[config.mk]
export PLATFORM = sky130hd
export DESIGN_NAME = note_player
export DESIGN_NICKNAME = d
export VERILOG_FILES = /design/src/rtl/music_pkg.sv /design/src/rtl/square_wave_gen.sv /design/src/rtl/note_player.sv
export SDC_FILE = /design/constraint.sdc
export NUM_CORES = 1
export LEC_CHECK = 0
export ABC_CLOCK_PERIOD_IN_PS = 4000
export BUFFER_PORTS_ARGS = -buffer_cell sky130_fd_sc_hd__buf_2
export CORE_MARGIN = 8
export CORE_UTILIZATION = 30
export CTS_CLUSTER_DIAMETER = 150
export DETAILED_ROUTE_END_ITERATION = 10
export PLACE_DENSITY = 0.44
export SKIP_LAST_GASP = 1
export SLEW_MARGIN = 20
export SYNTH_ARGS = -nofsm -noshare
export SYNTH_HDL_FRONTEND = slang
export SYNTH_SLANG_ARGS = --single-unit
[constraint.sdc]
create_clock -name clk -period 4 [get_ports clk]
set_input_delay 0.4 -clock clk [delete_from_list [all_inputs] [get_ports clk]]
set_output_delay 0.4 -clock clk [all_outputs]
set_load 0.03 [all_outputs]
[src/rtl/music_pkg.sv]
// Shared definitions for the note playback blocks: sequencer states, load latency and widths.
package music_pkg;

   typedef enum logic [1:0] {
      IDLE,
      LOAD,
      TONE,
      GAP
   } play_state_t;

   localparam int LOAD_WAIT = 3;
   localparam int AUDIO_W   = 32;
   localparam int SLOT_W    = 4;

endpackage

[src/rtl/square_wave_gen.sv]
// Square-wave phase tracker with a zero-rest sample mux; a half period of 0 means silence.
module square_wave_gen
   import music_pkg::*;
#(
   parameter logic [AUDIO_W-1:0] AMPLITUDE = 32'h0800_0000
) (
   input  logic               clk,
   input  logic               reset,
   input  logic               clear,
   input  logic               enable,
   input  logic [AUDIO_W-1:0] half_period,
   output logic               phase,
   output logic [AUDIO_W-1:0] sample
);

   localparam logic [AUDIO_W-1:0] NEG_LEVEL = ~AMPLITUDE + AUDIO_W'(1);

   logic [AUDIO_W-1:0] phase_cnt;

   // A new note restarts on the high half; the counter only runs for non-rest notes.
   always_ff @(posedge clk or posedge reset) begin
      if (reset) begin
         phase_cnt <= '0;
         phase     <= 1'b0;
      end else if (clear) begin
         phase_cnt <= '0;
         phase     <= 1'b1;
      end else if (enable && (half_period != '0)) begin
         if (phase_cnt == half_period - AUDIO_W'(1)) begin
            phase_cnt <= '0;
            phase     <= ~phase;
         end else begin
            phase_cnt <= phase_cnt + AUDIO_W'(1);
         end
      end
   end

   always_comb begin
      sample = '0;
      if (half_period != '0) begin
         sample = phase ? AMPLITUDE : NEG_LEVEL;
      end
   end

endmodule

[src/rtl/note_player.sv]
// Playback sequencer: steps through recorded slots and emits a square-wave sample stream.
// Define NOTE_PLAYER_LOOP_EN to repeat the recording instead of ending the pass with done.
module note_player
   import music_pkg::*;
#(
   parameter int unsigned        NOTE_TICKS = 12_500_000,
   parameter int unsigned        GAP_TICKS  = 2_500_000,
   parameter logic [AUDIO_W-1:0] AMPLITUDE  = 32'h0800_0000
) (
   input  logic               clk,
   input  logic               reset,
   input  logic               play_en,
   input  logic [SLOT_W-1:0]  notes_recorded,
   input  logic [AUDIO_W-1:0] freq_in,
   input  logic               audio_ready,
   output logic [SLOT_W-1:0]  note_counter,
   output logic               next_note_en,
   output logic [AUDIO_W-1:0] audio_out,
   output logic               audio_write,
   output logic               done
);

   localparam logic [31:0]       LOAD_LAST = 32'(LOAD_WAIT - 1);
   localparam logic [31:0]       NOTE_LAST = 32'(NOTE_TICKS - 1);
   localparam logic [31:0]       GAP_LAST  = 32'(GAP_TICKS - 1);
   localparam logic [SLOT_W-1:0] MAX_COUNT = '1;

   play_state_t        state, state_next;
   logic [31:0]        tick_cnt, tick_next;
   logic [SLOT_W-1:0]  counter_next;
   logic               note_en_next, done_next;
   logic [AUDIO_W-1:0] half_period;
   logic               latch_freq;
   logic               wait_low, wait_low_next;
   logic               more_slots;
   logic               phase_unused;
   logic [AUDIO_W-1:0] tone_sample;

   // The top counter value cannot address a further slot, so it also ends the pass.
   assign more_slots = (note_counter <= notes_recorded) && (note_counter != MAX_COUNT);

   always_ff @(posedge clk or posedge reset) begin
      if (reset) begin
         state        <= IDLE;
         tick_cnt     <= '0;
         note_counter <= '0;
         next_note_en <= 1'b0;
         done         <= 1'b0;
         half_period  <= '0;
         wait_low     <= 1'b0;
      end else begin
         state        <= state_next;
         tick_cnt     <= tick_next;
         note_counter <= counter_next;
         next_note_en <= note_en_next;
         done         <= done_next;
         wait_low     <= wait_low_next;
         if (latch_freq) begin
            half_period <= freq_in;
         end
      end
   end

   // wait_low blocks an immediate restart after a completed pass until play_en has dropped.
   always_comb begin
      state_next    = state;
      tick_next     = tick_cnt + 32'd1;
      counter_next  = note_counter;
      note_en_next  = 1'b0;
      done_next     = 1'b0;
      latch_freq    = 1'b0;
      wait_low_next = wait_low && play_en;

      case (state)
         IDLE: begin
            tick_next    = '0;
            counter_next = '0;
            if (play_en && !wait_low) begin
               counter_next = SLOT_W'(1);
               note_en_next = 1'b1;
               state_next   = LOAD;
            end
         end
         LOAD: begin
            if (tick_cnt == LOAD_LAST) begin
               latch_freq = 1'b1;
               tick_next  = '0;
               state_next = TONE;
            end
         end
         TONE: begin
            if (tick_cnt == NOTE_LAST) begin
               tick_next  = '0;
               state_next = GAP;
            end
         end
         GAP: begin
            if (tick_cnt == GAP_LAST) begin
               tick_next = '0;
               if (more_slots) begin
                  counter_next = note_counter + SLOT_W'(1);
                  note_en_next = 1'b1;
                  state_next   = LOAD;
               end else begin
`ifdef NOTE_PLAYER_LOOP_EN
                  counter_next = SLOT_W'(1);
                  note_en_next = 1'b1;
                  state_next   = LOAD;
`else
                  counter_next  = '0;
                  done_next     = 1'b1;
                  wait_low_next = 1'b1;
                  state_next    = IDLE;
`endif
               end
            end
         end
         default: state_next = IDLE;
      endcase

      // Stopping outranks every transition above, including a GAP exit in the same cycle.
      if ((state != IDLE) && !play_en) begin
         state_next    = IDLE;
         tick_next     = '0;
         counter_next  = '0;
         note_en_next  = 1'b0;
         done_next     = 1'b0;
         latch_freq    = 1'b0;
         wait_low_next = 1'b0;
      end
   end

   square_wave_gen #(
      .AMPLITUDE(AMPLITUDE)
   ) u_wave (
      .clk        (clk),
      .reset      (reset),
      .clear      (latch_freq),
      .enable     (state == TONE),
      .half_period(half_period),
      .phase      (phase_unused),
      .sample     (tone_sample)
   );

   assign audio_out   = (state == TONE) ? tone_sample : '0;
   assign audio_write = audio_ready && ((state == TONE) || (state == GAP));

endmodule

==> flow_metrics.tcl <==
set metrics [dict create \
    cts_tree "built" \
    crit_arrival_ns 3.78 \
    area_growth_pct 11.6 \
    postCtsSetupBuffers 0 \
    cts.path.max_buffers 2 \
    synthTopCellsByArea "dfrtp_1, xor2_1, xnor2_1, nor2_1, mux2_2" \
    synth_ff_type "dfrtp_1" \
    synthCells 703 \
    ys_seq_area_frac 0.411 \
    relSlewSlack 0.537 \
    synth_warnings 0 \
    ir_worst_vdd_uv 213 \
    grt_pass1_wl_um 26300 \
    cpMaxStageDelayCell "or4b_2" \
    hp-class "in -> async" \
    port_buffers 51 \
    die_w_um 163 \
    via_per_inst 4.84 \
    cts_sinks 106 \
    fin_worst_skew_ns 0.00878 \
    synth_seq_cells 106 \
    drt-met1-wl_um 7300 \
    start_kind "flop" \
    cpMostUsedCell "nand4_1" \
    cts_buffers 9 \
    crit_type "reg -> reg" \
    rsz0062_at_grt "no" \
    synth-edff-count 0 \
    route.met2.wl_um 7920 \
    synth_top_cell_area_share 0.411 \
    highest_layer "met4" \
    grt_util_all_layers 0.123 \
    required_ns 4.24 \
    start_util 0.306 \
    row_count 53 \
    reg2reg_from "half_period[0]" \
    synth_area_leader_cell "dfrtp_1" \
    critPathLaunch "half_period[0]" \
    grt_pass1_vias 5114 \
    slew_viol_final 0 \
    path_clk_slew_ns 0.07 \
    tns_ns 0 \
    cts_root_buf "clkbuf_16" \
    p_per_area_nw_per_um2 435 \
    fin_nets 801 \
    worstSetupEndpointType "flop" \
    drt_iter0_drc 201 \
    fin_crit_sh 0.887 \
    hold_ws_ns 0.0253 \
    place_hpwl_um 12200 \
    hold_viol_final 0 \
    drive_above_1_share 0.157 \
    worst_pin_slew_ns 0.693 \
    wire_per_inst_um 15.6 \
    placedCellCount 1012 \
    cpPeakStageDelay_ns 0.65 \
    dieArea_um2 26500 \
    wl_um 16100 \
    core_um2 21100 \
    clock_latency_ns 0.35 \
    synth_area_um2 6450 \
    instances_no_fill 1028 \
    fmax_ghz 0.282 \
    status "finished clean" \
    antenna_found_initial 0 \
    ant_nets 0 \
    die_y_um 163 \
    grt_max_degree 42 \
    grt-ovfl-total 0 \
    h-tree-depth 3 \
    synth_async_sr_flop_share 1.00 \
    period_minus_slack_ns 3.55 \
    cp_cell_sequence "inv_1 > ha_1 > or4b_2 > or4_1 > a32oi_1 > nand4_1 > nor4_1 > nand4_1 > nand2_1 > buf_4 > nor2_1" \
    power_leakage_nw 3.20 \
    gp_congestion 0.812 \
    critPathMaxFanout 20 \
    met3WireLength_um 600 \
    vias 4972 \
    num_io_pins 79 \
    first_pass_iters 4 \
    setup_violations 0 \
    drv_cap 0 \
    syn_avg_cell_area_um2 9.18 \
    remaining_drc_errors 0 \
    ys_types 56 \
    antenna-diode-count 0 \
]
per-stage QoR:
stage	instance area [µm²]	power (mW)	utilization	setup slack, ns
finish	7200	3.13	0.342	0.453
global route	7200	3.33	0.342	0.0858
CTS	7200	3.17	0.341	0.245
detailed placement	6890	2.24	0.327	0.263
global placement	6890	2.23	0.327	0.430
floorplan	6550	2.01	-	0.810
synth_stat cells (3+ instances only):
| cell type | n |
|---|---|
| o21ai_0 | 23 |
| inv_1 | 19 |
| xnor2_1 | 46 |
| buf_4 | 30 |
| nor3_1 | 16 |
| and3_1 | 14 |
| nand4b_1 | 3 |
| a21oi_1 | 11 |
| mux2i_1 | 3 |
| buf_6 | 3 |
| nand3_1 | 42 |
| or4_1 | 10 |
| nor2_1 | 97 |
| nor4_1 | 16 |
| nand2b_1 | 7 |
| mux2_2 | 28 |
| nor2b_1 | 3 |
| ha_1 | 13 |
| clkbuf_1 | 15 |
| nand4_1 | 19 |
| a32oi_1 | 3 |
| nand3b_1 | 3 |
| or2_2 | 6 |
| and2_1 | 4 |
| dfrtp_1 | 106 |
| nand2_1 | 53 |
| and4_1 | 7 |
| or3_1 | 10 |
| o31ai_1 | 4 |
| xor2_1 | 53 |
placed cells by master, fill, tap and decap left out, drive strengths merged, types with 2 or more instances in the layout:
cell      Yosys  layout
mux2         28      28
inv          19      19
dfrtp       106     106
o21ai        23      23
nand4b        3       3
o22ai         2       2
or3          10      10
a21oi        11      11
nor4         16      16
and4          7       7
o31ai         5       5
and2          4       4
or2           7       7
a21o          2       2
conb          1      27
a31oi         2       2
xor2         53      53
nand2        53      53
nand3b        3       3
nor2b         3       3
nand2b        7       7
nor2         97      97
buf          37      60
a32oi         3       3
o21a          2       2
or4          12      12
clkbuf       15      12
and3         14      14
o2bb2ai       2       2
nor3b         2       2
nand4        19      19
ha           13      13
xnor2        46      46
mux2i         3       3
clkinvlp      0       2
o211ai        2       2
nor3         16      16
nand3        42      42
flip-flops by register name, indices dropped and copies added (netlist names):
| signal | cells |
|---|---|
| next_note_en | 1 |
| u_wave.phase | 1 |
| half_period | 32 |
| note_counter | 4 |
| u_wave.phase_cnt | 32 |
| tick_cnt | 32 |
| wait_low | 1 |
| done | 1 |
| state | 2 |
final timing paths:
path | end | slack, ns | cells past startpoint
worst min register to register | wait_low | 0.48 | 1
worst max-delay path | u_wave.phase_cnt[18] | 0.45 | 11
worst max register to register | u_wave.phase_cnt[18] | 0.45 | 11
worst min-delay path | state[1] | 0.03 | 2
max in group asynchronous | half_period[18] | 3.10 | 3
min in group clk | half_period[2] | 0.25 | 3
cell families after synthesis:
| group | count (synthesis) | share of synthesized area |
|---|---|---|
| buf+inv | 71 | 0.0626 |
| other cells | 1 | 0.000581 |
| compound gates | 64 | 0.0644 |
| flops | 106 | 0.411 |
| fa+ha+maj | 13 | 0.0252 |
| xor+xnor | 99 | 0.134 |
| simple gates | 318 | 0.248 |
| mux | 31 | 0.0535 |
worst max-delay path, delay by kind of cell (launching register included):
kind / cells / cell delay (ns)
buffers and inverters: 2 / 0.36
flip-flops: 1 / 0.45
adder cells (fa/ha/maj): 1 / 0.24
AND/OR/NAND/NOR: 7 / 2.14
AO/OA/AOI/OAI: 1 / 0.22
repair_timing:
item                       CTS  global route
setup endpoints to repair    0            23
hold buffers                 0             0
resized for setup            0             1
power breakdown:
group,switching [mW],total [mW],internal (mW)
Clock,0.395,0.914,0.519
Sequential,0.182,1.36,1.18
Combinational,0.514,0.855,0.341
Total,1.09,3.13,2.04
layer usage:
metal	up-vias	global-route usage
li1	2477	-
met1	2400	0.149
met2	81	0.212
met3	14	0.0273
met4	0	0.0405
met5	-	0
layout make-up:
type                            count  area, µm²
Fill cell                        2203      13900
Multi-Input combinational cell    552       3500
Sequential cell                   106       2650
Tap cell                          275        344
Timing Repair Buffer               60        323
Clock buffer                       12        256
Inverter                           19       73.8
Clock inverter                      4       50.0
No activity file was read; power rests on OpenSTA's default activity.
